### src/rtl/rf_writeback_queue_if.sv
// rf_writeback_queue_if: producer, register-file and decode-probe signals of the writeback queue.
// Bypass data lines exist only when WB_BYPASS_EN is defined.
interface rf_writeback_queue_if #(parameter int DW = 32, parameter int AW = 5);
    logic          in_valid;
    logic          in_ready;
    logic [AW-1:0] in_rd;
    logic [DW-1:0] in_data;
    logic          rf_busy;
    logic          rf_we;
    logic [AW-1:0] rf_waddr;
    logic [DW-1:0] rf_wdata;
    logic [AW-1:0] q_rs1;
    logic [AW-1:0] q_rs2;
    logic          hz_rs1;
    logic          hz_rs2;
`ifdef WB_BYPASS_EN
    logic [DW-1:0] byp_data1;
    logic [DW-1:0] byp_data2;
`endif
    modport master (
        output in_valid, in_rd, in_data, rf_busy, q_rs1, q_rs2,
        input  in_ready, rf_we, rf_waddr, rf_wdata, hz_rs1, hz_rs2
`ifdef WB_BYPASS_EN
        , input byp_data1, byp_data2
`endif
    );
    modport slave (
        input  in_valid, in_rd, in_data, rf_busy, q_rs1, q_rs2,
        output in_ready, rf_we, rf_waddr, rf_wdata, hz_rs1, hz_rs2
`ifdef WB_BYPASS_EN
        , output byp_data1, byp_data2
`endif
    );
endinterface

### src/rtl/rf_writeback_queue.sv
// rf_writeback_queue: in-order result FIFO draining one write per cycle into the register file.
// Define WB_BYPASS_EN to forward the youngest pending value for each decode source register.
module rf_writeback_queue #(
    parameter int DEPTH = 4,
    parameter int DW    = 32,
    parameter int AW    = 5
) (
    input  logic                   clk,
    input  logic                   rst,
    rf_writeback_queue_if.slave    wb,
    output logic [$clog2(DEPTH):0] count
);
    localparam int PW = $clog2(DEPTH);
    localparam logic [PW:0] FULL_CNT = (PW+1)'(DEPTH);
    typedef enum logic [1:0] {EMPTY, ACTIVE, FULL} occ_e;
    occ_e          state, state_nxt;
    logic [AW-1:0] rd_q   [DEPTH];
    logic [DW-1:0] data_q [DEPTH];
    logic [DEPTH-1:0] vld;
    logic [PW-1:0] rptr, wptr, idx;
    logic [PW:0]   count_nxt;
    logic          push, enq, pop;
    logic          rf_we;
    logic [AW-1:0] rf_waddr;
    logic [DW-1:0] rf_wdata;
    logic          hz1, hz2;
    assign wb.in_ready = state != FULL;
    assign push        = wb.in_valid && wb.in_ready;
    // x0 results complete the handshake but never occupy an entry
    assign enq         = push && wb.in_rd != '0;
    assign pop         = state != EMPTY && !wb.rf_busy;
    assign wb.rf_we    = rf_we;
    assign wb.rf_waddr = rf_waddr;
    assign wb.rf_wdata = rf_wdata;
    assign wb.hz_rs1   = hz1;
    assign wb.hz_rs2   = hz2;
    always_comb begin
        count_nxt = enq && !pop ? count + (PW+1)'(1) : pop && !enq ? count - (PW+1)'(1) : count;
        state_nxt = count_nxt == '0 ? EMPTY : count_nxt == FULL_CNT ? FULL : ACTIVE;
    end
    always_ff @(posedge clk or posedge rst) begin
        if (rst) begin
            state    <= EMPTY;
            count    <= '0;
            rptr     <= '0;
            wptr     <= '0;
            vld      <= '0;
            rf_we    <= 1'b0;
            rf_waddr <= '0;
            rf_wdata <= '0;
        end else begin
            state <= state_nxt;
            count <= count_nxt;
            rf_we <= pop;
            if (enq) begin
                vld[wptr] <= 1'b1;
                wptr      <= wptr + PW'(1);
            end
            if (pop) begin
                rf_waddr  <= rd_q[rptr];
                rf_wdata  <= data_q[rptr];
                vld[rptr] <= 1'b0;
                rptr      <= rptr + PW'(1);
            end
        end
    end
    always_ff @(posedge clk) begin
        if (enq) begin
            rd_q[wptr]   <= wb.in_rd;
            data_q[wptr] <= wb.in_data;
        end
    end
`ifdef WB_BYPASS_EN
    logic [DW-1:0] byp1, byp2;
    assign wb.byp_data1 = hz1 ? byp1 : '0;
    assign wb.byp_data2 = hz2 ? byp2 : '0;
`endif
    // scan oldest to youngest so the last hit is the newest value; output stage is oldest of all
    always_comb begin
        idx = rptr;
        hz1 = rf_we && rf_waddr == wb.q_rs1;
        hz2 = rf_we && rf_waddr == wb.q_rs2;
`ifdef WB_BYPASS_EN
        byp1 = rf_wdata;
        byp2 = rf_wdata;
`endif
        for (int k = 0; k < DEPTH; k++) begin
            idx = rptr + PW'(k);
            if (vld[idx] && rd_q[idx] == wb.q_rs1) begin
                hz1 = 1'b1;
`ifdef WB_BYPASS_EN
                byp1 = data_q[idx];
`endif
            end
            if (vld[idx] && rd_q[idx] == wb.q_rs2) begin
                hz2 = 1'b1;
`ifdef WB_BYPASS_EN
                byp2 = data_q[idx];
`endif
            end
        end
        hz1 = hz1 && wb.q_rs1 != '0;
        hz2 = hz2 && wb.q_rs2 != '0;
    end
endmodule

### src/flat_wrapper.sv
// flat-port wrapper written by rule: the top's interface ports become plain ports
module rf_writeback_queue_flat 
#(
    parameter int DEPTH = 4,
    parameter int DW    = 32,
    parameter int AW    = 5
)
  (clk, rst, count, wb_in_valid, wb_in_rd, wb_in_data, wb_rf_busy, wb_q_rs1, wb_q_rs2, wb_in_ready, wb_rf_we, wb_rf_waddr, wb_rf_wdata, wb_hz_rs1, wb_hz_rs2);
  rf_writeback_queue_if #(.DW(DW), .AW(AW)) wb_i ();
  input  logic clk;
  input  logic rst;
  output logic [$clog2(DEPTH):0] count;
  input wire logic [$bits(wb_i.in_valid)-1:0] wb_in_valid;
  input wire logic [$bits(wb_i.in_rd)-1:0] wb_in_rd;
  input wire logic [$bits(wb_i.in_data)-1:0] wb_in_data;
  input wire logic [$bits(wb_i.rf_busy)-1:0] wb_rf_busy;
  input wire logic [$bits(wb_i.q_rs1)-1:0] wb_q_rs1;
  input wire logic [$bits(wb_i.q_rs2)-1:0] wb_q_rs2;
  output wire logic [$bits(wb_i.in_ready)-1:0] wb_in_ready;
  output wire logic [$bits(wb_i.rf_we)-1:0] wb_rf_we;
  output wire logic [$bits(wb_i.rf_waddr)-1:0] wb_rf_waddr;
  output wire logic [$bits(wb_i.rf_wdata)-1:0] wb_rf_wdata;
  output wire logic [$bits(wb_i.hz_rs1)-1:0] wb_hz_rs1;
  output wire logic [$bits(wb_i.hz_rs2)-1:0] wb_hz_rs2;
  assign wb_i.in_valid = wb_in_valid;
  assign wb_i.in_rd = wb_in_rd;
  assign wb_i.in_data = wb_in_data;
  assign wb_i.rf_busy = wb_rf_busy;
  assign wb_i.q_rs1 = wb_q_rs1;
  assign wb_i.q_rs2 = wb_q_rs2;
  assign wb_in_ready = wb_i.in_ready;
  assign wb_rf_we = wb_i.rf_we;
  assign wb_rf_waddr = wb_i.rf_waddr;
  assign wb_rf_wdata = wb_i.rf_wdata;
  assign wb_hz_rs1 = wb_i.hz_rs1;
  assign wb_hz_rs2 = wb_i.hz_rs2;
  rf_writeback_queue #(.DEPTH(DEPTH), .DW(DW), .AW(AW)) u_core (.clk(clk), .rst(rst), .wb(wb_i), .count(count));
endmodule
### config.mk
export PLATFORM = sky130hd
export DESIGN_NAME = rf_writeback_queue_flat
export DESIGN_NICKNAME = d
export VERILOG_FILES = /design/src/rtl/rf_writeback_queue_if.sv /design/src/rtl/rf_writeback_queue.sv /design/src/flat_wrapper.sv
export SDC_FILE = /design/constraint.sdc
export NUM_CORES = 1
export LEC_CHECK = 0
export CORE_ASPECT_RATIO = 1.25
export CORE_MARGIN = 2
export CORE_UTILIZATION = 40
export DETAILED_ROUTE_END_ITERATION = 10
export SLEW_MARGIN = 10
export SYNTH_ARGS = -nofsm -noshare
export SYNTH_HDL_FRONTEND = slang
export SYNTH_SLANG_ARGS = --single-unit
### constraint.sdc
create_clock -name clk -period 4.9 [get_ports clk]
set_input_delay 0.98 -clock clk [delete_from_list [all_inputs] [get_ports clk]]
set_output_delay 0.98 -clock clk [all_outputs]
set_load 0.005 [all_outputs]
==> impl_metrics.py <==
metrics = {
    "clock_tree": {
        "ctsLongestPathBuffers": 2,
        "insertion_delay_ns": 0.43,
        "htree_levels": 4,
        "clk_pin_slew_ns": 0.07,
        "tritoncts": "built",
        "cts_root_buffer": "clkbuf_16",
        "post-cts-setup-buffers": 0,
        "ctsHoldBuffers": 0,
        "cts_inserted_buffers": 17,
        "clock-sinks": 199,
    },
    "synthesis": {
        "ys.warnings.count": 0,
        "ys_types": 38,
        "synth.cell_area_um2": 8712,
        "synth_edf_count": 148,
        "post_synth_main_area_contributors": "edfxtp_1, dfrtp_1, mux4_2",
        "synth-async-reset-ratio": 0.2563,
        "synth.yosys.seq_area_share": 0.6566,
        "syn_nets": 618,
        "synth_largest_type_area_fraction": 0.5101,
        "synth_top_flop_cell": "edfxtp_1",
        "gate_count_of_the_mapped_netlist": 557,
        "mapped_avg_cell_area_um2": 15.64,
        "synth_largest_area_cell": "edfxtp_1",
        "synth_seq_cells": 199,
    },
    "sta": {
        "final-hold-violation-count": 0,
        "drv_slew": 0,
        "period_needed_ns": 4.616,
        "period_utilization": 0.9421,
        "setup-tns-final_ns": 0,
        "grt_setup_unrepaired": "false",
        "worst-slew-pin-transition_ns": 1.144,
        "setup_viol": 0,
        "max-slew-margin-rel": 0.2374,
        "max_freq_mhz": 216.6,
        "final.setup_skew_ns": 0.01184,
    },
    "global_route": {
        "number_of_antenna_violations_at_the_first_check_in_global_routing": 0,
        "grt_max_degree": 52,
        "grt_pass1_wl_um": 29190,
        "first_global_vias": 5250,
        "gr-total-overflow": 0,
        "grt_util_all_layers": 0.1714,
    },
    "detailed_routing": {
        "drt_drc_violations_left": 0,
        "firstDrtPassIters": 6,
        "post_route_ant_nets": 0,
        "wire_per_inst_um": 20.02,
        "detailed_route_iter0_violations": 215,
        "viasPerCell": 5.205,
        "number_of_vias_in_the_routed_layout": 4872,
        "postRouteWirelength_um": 18740,
    },
    "placement": {
        "port_buffers": 94,
        "place.gp.congestion": 0.8371,
        "place.detailed.instances": 904,
        "place.detailed.hpwl_um": 12100,
    },
    "floorplan": {
        "floorplan.core_area_um2": 21470,
        "die-area_um2": 22980,
        "die_w_um": 136,
        "io_pins": 95,
        "starting_density_of_the_core": 0.4058,
        "fp.dieH_um": 169,
        "row_count": 60,
    },
    "power": {
        "pwr_density_cell_nw_per_um2": 602.3,
        "power.ir.vdd_worst_mv": 0.2949,
        "total_leakage_power_nw": 3.855,
    },
    "critical_path": {
        "element_type_at_the_critical_path_start": "flop",
        "critical_path.endpoint_type": "primary output",
        "cp_cell_sequence": "buf_6 -> buf_4 -> mux4_1 -> xor2_1 -> nor4_1 -> nand3_1 -> nand3_1 -> o22a_1 -> clkdlybuf4s50_1",
        "slowest_stage": "mux4_1",
        "crit_path_frequent_cell": "nand3_1",
        "timing.setup.critical_path_class": "reg2out",
        "crit_path_max_incr_delay_ns": 0.67,
        "cp_data_arrival_time_ns": 3.64,
        "crit_fanout": 34,
        "critPathRequiredTime_ns": 3.92,
    },
    "cells_and_area": {
        "final_layout_size_suffix_gt1_frac": 0.1431,
        "finish.cell_count_without_fillers": 936,
        "final_util": 0.4892,
        "insertedDiodeCount": 0,
        "areaGrowthSynthToFinish_pct": 20.57,
        "design.final.nets": 705,
        "final_common_cell": "edfxtp_1",
        "layout_common_cells": "edfxtp_1, nand2_1, clkdlybuf4s50_1, dfrtp_1, mux4_2",
    },
    "run_status": {
        "result_of_the_run": "complete, no violations",
    },
    "hold_path": {
        "hold_crit_path_type": "reg2reg",
    },
    "run": {
        "cap_viol_max_count": 0,
    },
}
==> metal layers <==
metal	wire length, um	global-route usage
met3	486	0.02905
met2	10390	0.3146
met5	0	0
met1	7545	0.1977
met4	320	0.06612
==> state kept, by name, summed over array words and instances (netlist names) <==
signal	flops
u_core.count	3
u_core.data_q	128
u_core.rd_q	20
u_core.rptr	2
u_core.state	2
u_core.vld	4
u_core.wb.rf_waddr	5
u_core.wb.rf_wdata	32
u_core.wb.rf_we	1
u_core.wptr	2
==> what timing repair did <==
item                                   4_1_cts  5_1_grt
endpoints found under the hold margin        0        0
setup endpoints to repair                    0        2
resized for setup                            0        2
==> final timing paths <==
| check | start | endpoint | slack [ns] | depth (start not counted) |
|---|---|---|---|---|
| hold reg to reg | u_core.wb.rf_wdata[1]$_DFFE_PP0P_ | u_core.wb.rf_wdata[1]$_DFFE_PP0P_ | 0.47 | 2 |
| setup / recovery | u_core.rptr[0]$_DFFE_PP0P_ | wb_hz_rs1 | 0.28 | 9 |
| hold / removal | u_core.wb.rf_wdata[1]$_DFFE_PP0P_ | u_core.wb.rf_wdata[1]$_DFFE_PP0P_ | 0.47 | 2 |
| min in group asynchronous | rst | u_core.state[1]$_DFF_PP0_ | 0.95 | 2 |
| setup reg to reg | u_core.state[1]$_DFF_PP0_ | u_core.data_q[2][11]$_DFFE_PP_ | 2.65 | 3 |
| max in group asynchronous | rst | u_core.rptr[0]$_DFFE_PP0P_ | 3.06 | 3 |
==> synthesized netlist by cell type (all sizes together) (7+ instances only) <==
| master | count |
|---|---|
| mux2i | 19 |
| clkbuf | 16 |
| nor4 | 9 |
| inv | 11 |
| edfxtp | 148 |
| o21ai | 7 |
| ha | 10 |
| xnor2 | 26 |
| dfrtp | 51 |
| nand2 | 117 |
| xor2 | 31 |
| mux4 | 51 |
| nand3 | 12 |
| buf | 17 |
==> critical path, delay by kind of cell (launching register included) <==
kind	cells	cell delay, ns
flops	1	0.42
mux	1	0.67
simple gates	3	0.47
compound gates	1	0.14
xor+xnor	1	0.17
buf+inv	3	1.32
==> cells by family (layout without fill, tap and decap cells) <==
family,Yosys count,after routing,share of synthesized area
AO/OA/AOI/OAI,21,21,0.01723
XOR/XNOR,57,57,0.05730
adder cells (fa/ha/maj),10,10,0.01436
buffers and inverters,44,144,0.02212
flip-flops,199,199,0.6566
multiplexers,70,70,0.1563
AND/OR/NAND/NOR,156,156,0.07611
==> power by group <==
group / internal, W / leakage, nW / switching [W] / total, W
combinational: 0.00125 / 1.60 / 0.00121 / 0.00245
sequential: 0.00229 / 1.98 / 0.000218 / 0.00250
clock: 0.000727 / 0.283 / 0.000643 / 0.00137
==> per-stage QoR <==
| step | setup WS [ns] | total power (W) | hold WS [ns] | instance area (um^2) |
|---|---|---|---|---|
| after global placement | 0.5316 | 0.004992 | 0.4577 | 9913 |
| after detailed placement | 0.5358 | 0.005030 | 0.4614 | 9913 |
| final | 0.2838 | 0.006327 | 0.4723 | 10500 |
| after global routing | 0.03041 | 0.006707 | 0.5010 | 10500 |
| after CTS | 0.04993 | 0.006414 | 0.4814 | 10500 |
| after floorplan | 0.7101 | 0.004145 | 0.4698 | 8712 |
==> layout make-up <==
cell class                      instances  area [um^2]
Inverter                               11        41.29
Timing Repair Buffer                  101        997.2
Tap cell                              279        349.1
Clock buffer                           18        429.2
Clock inverter                         14        155.1
Multi-Input combinational cell        314         2806
Fill cell                            1873        10970
Sequential cell                       199         5725
Note: power is estimated with default switching activity, not from simulation.
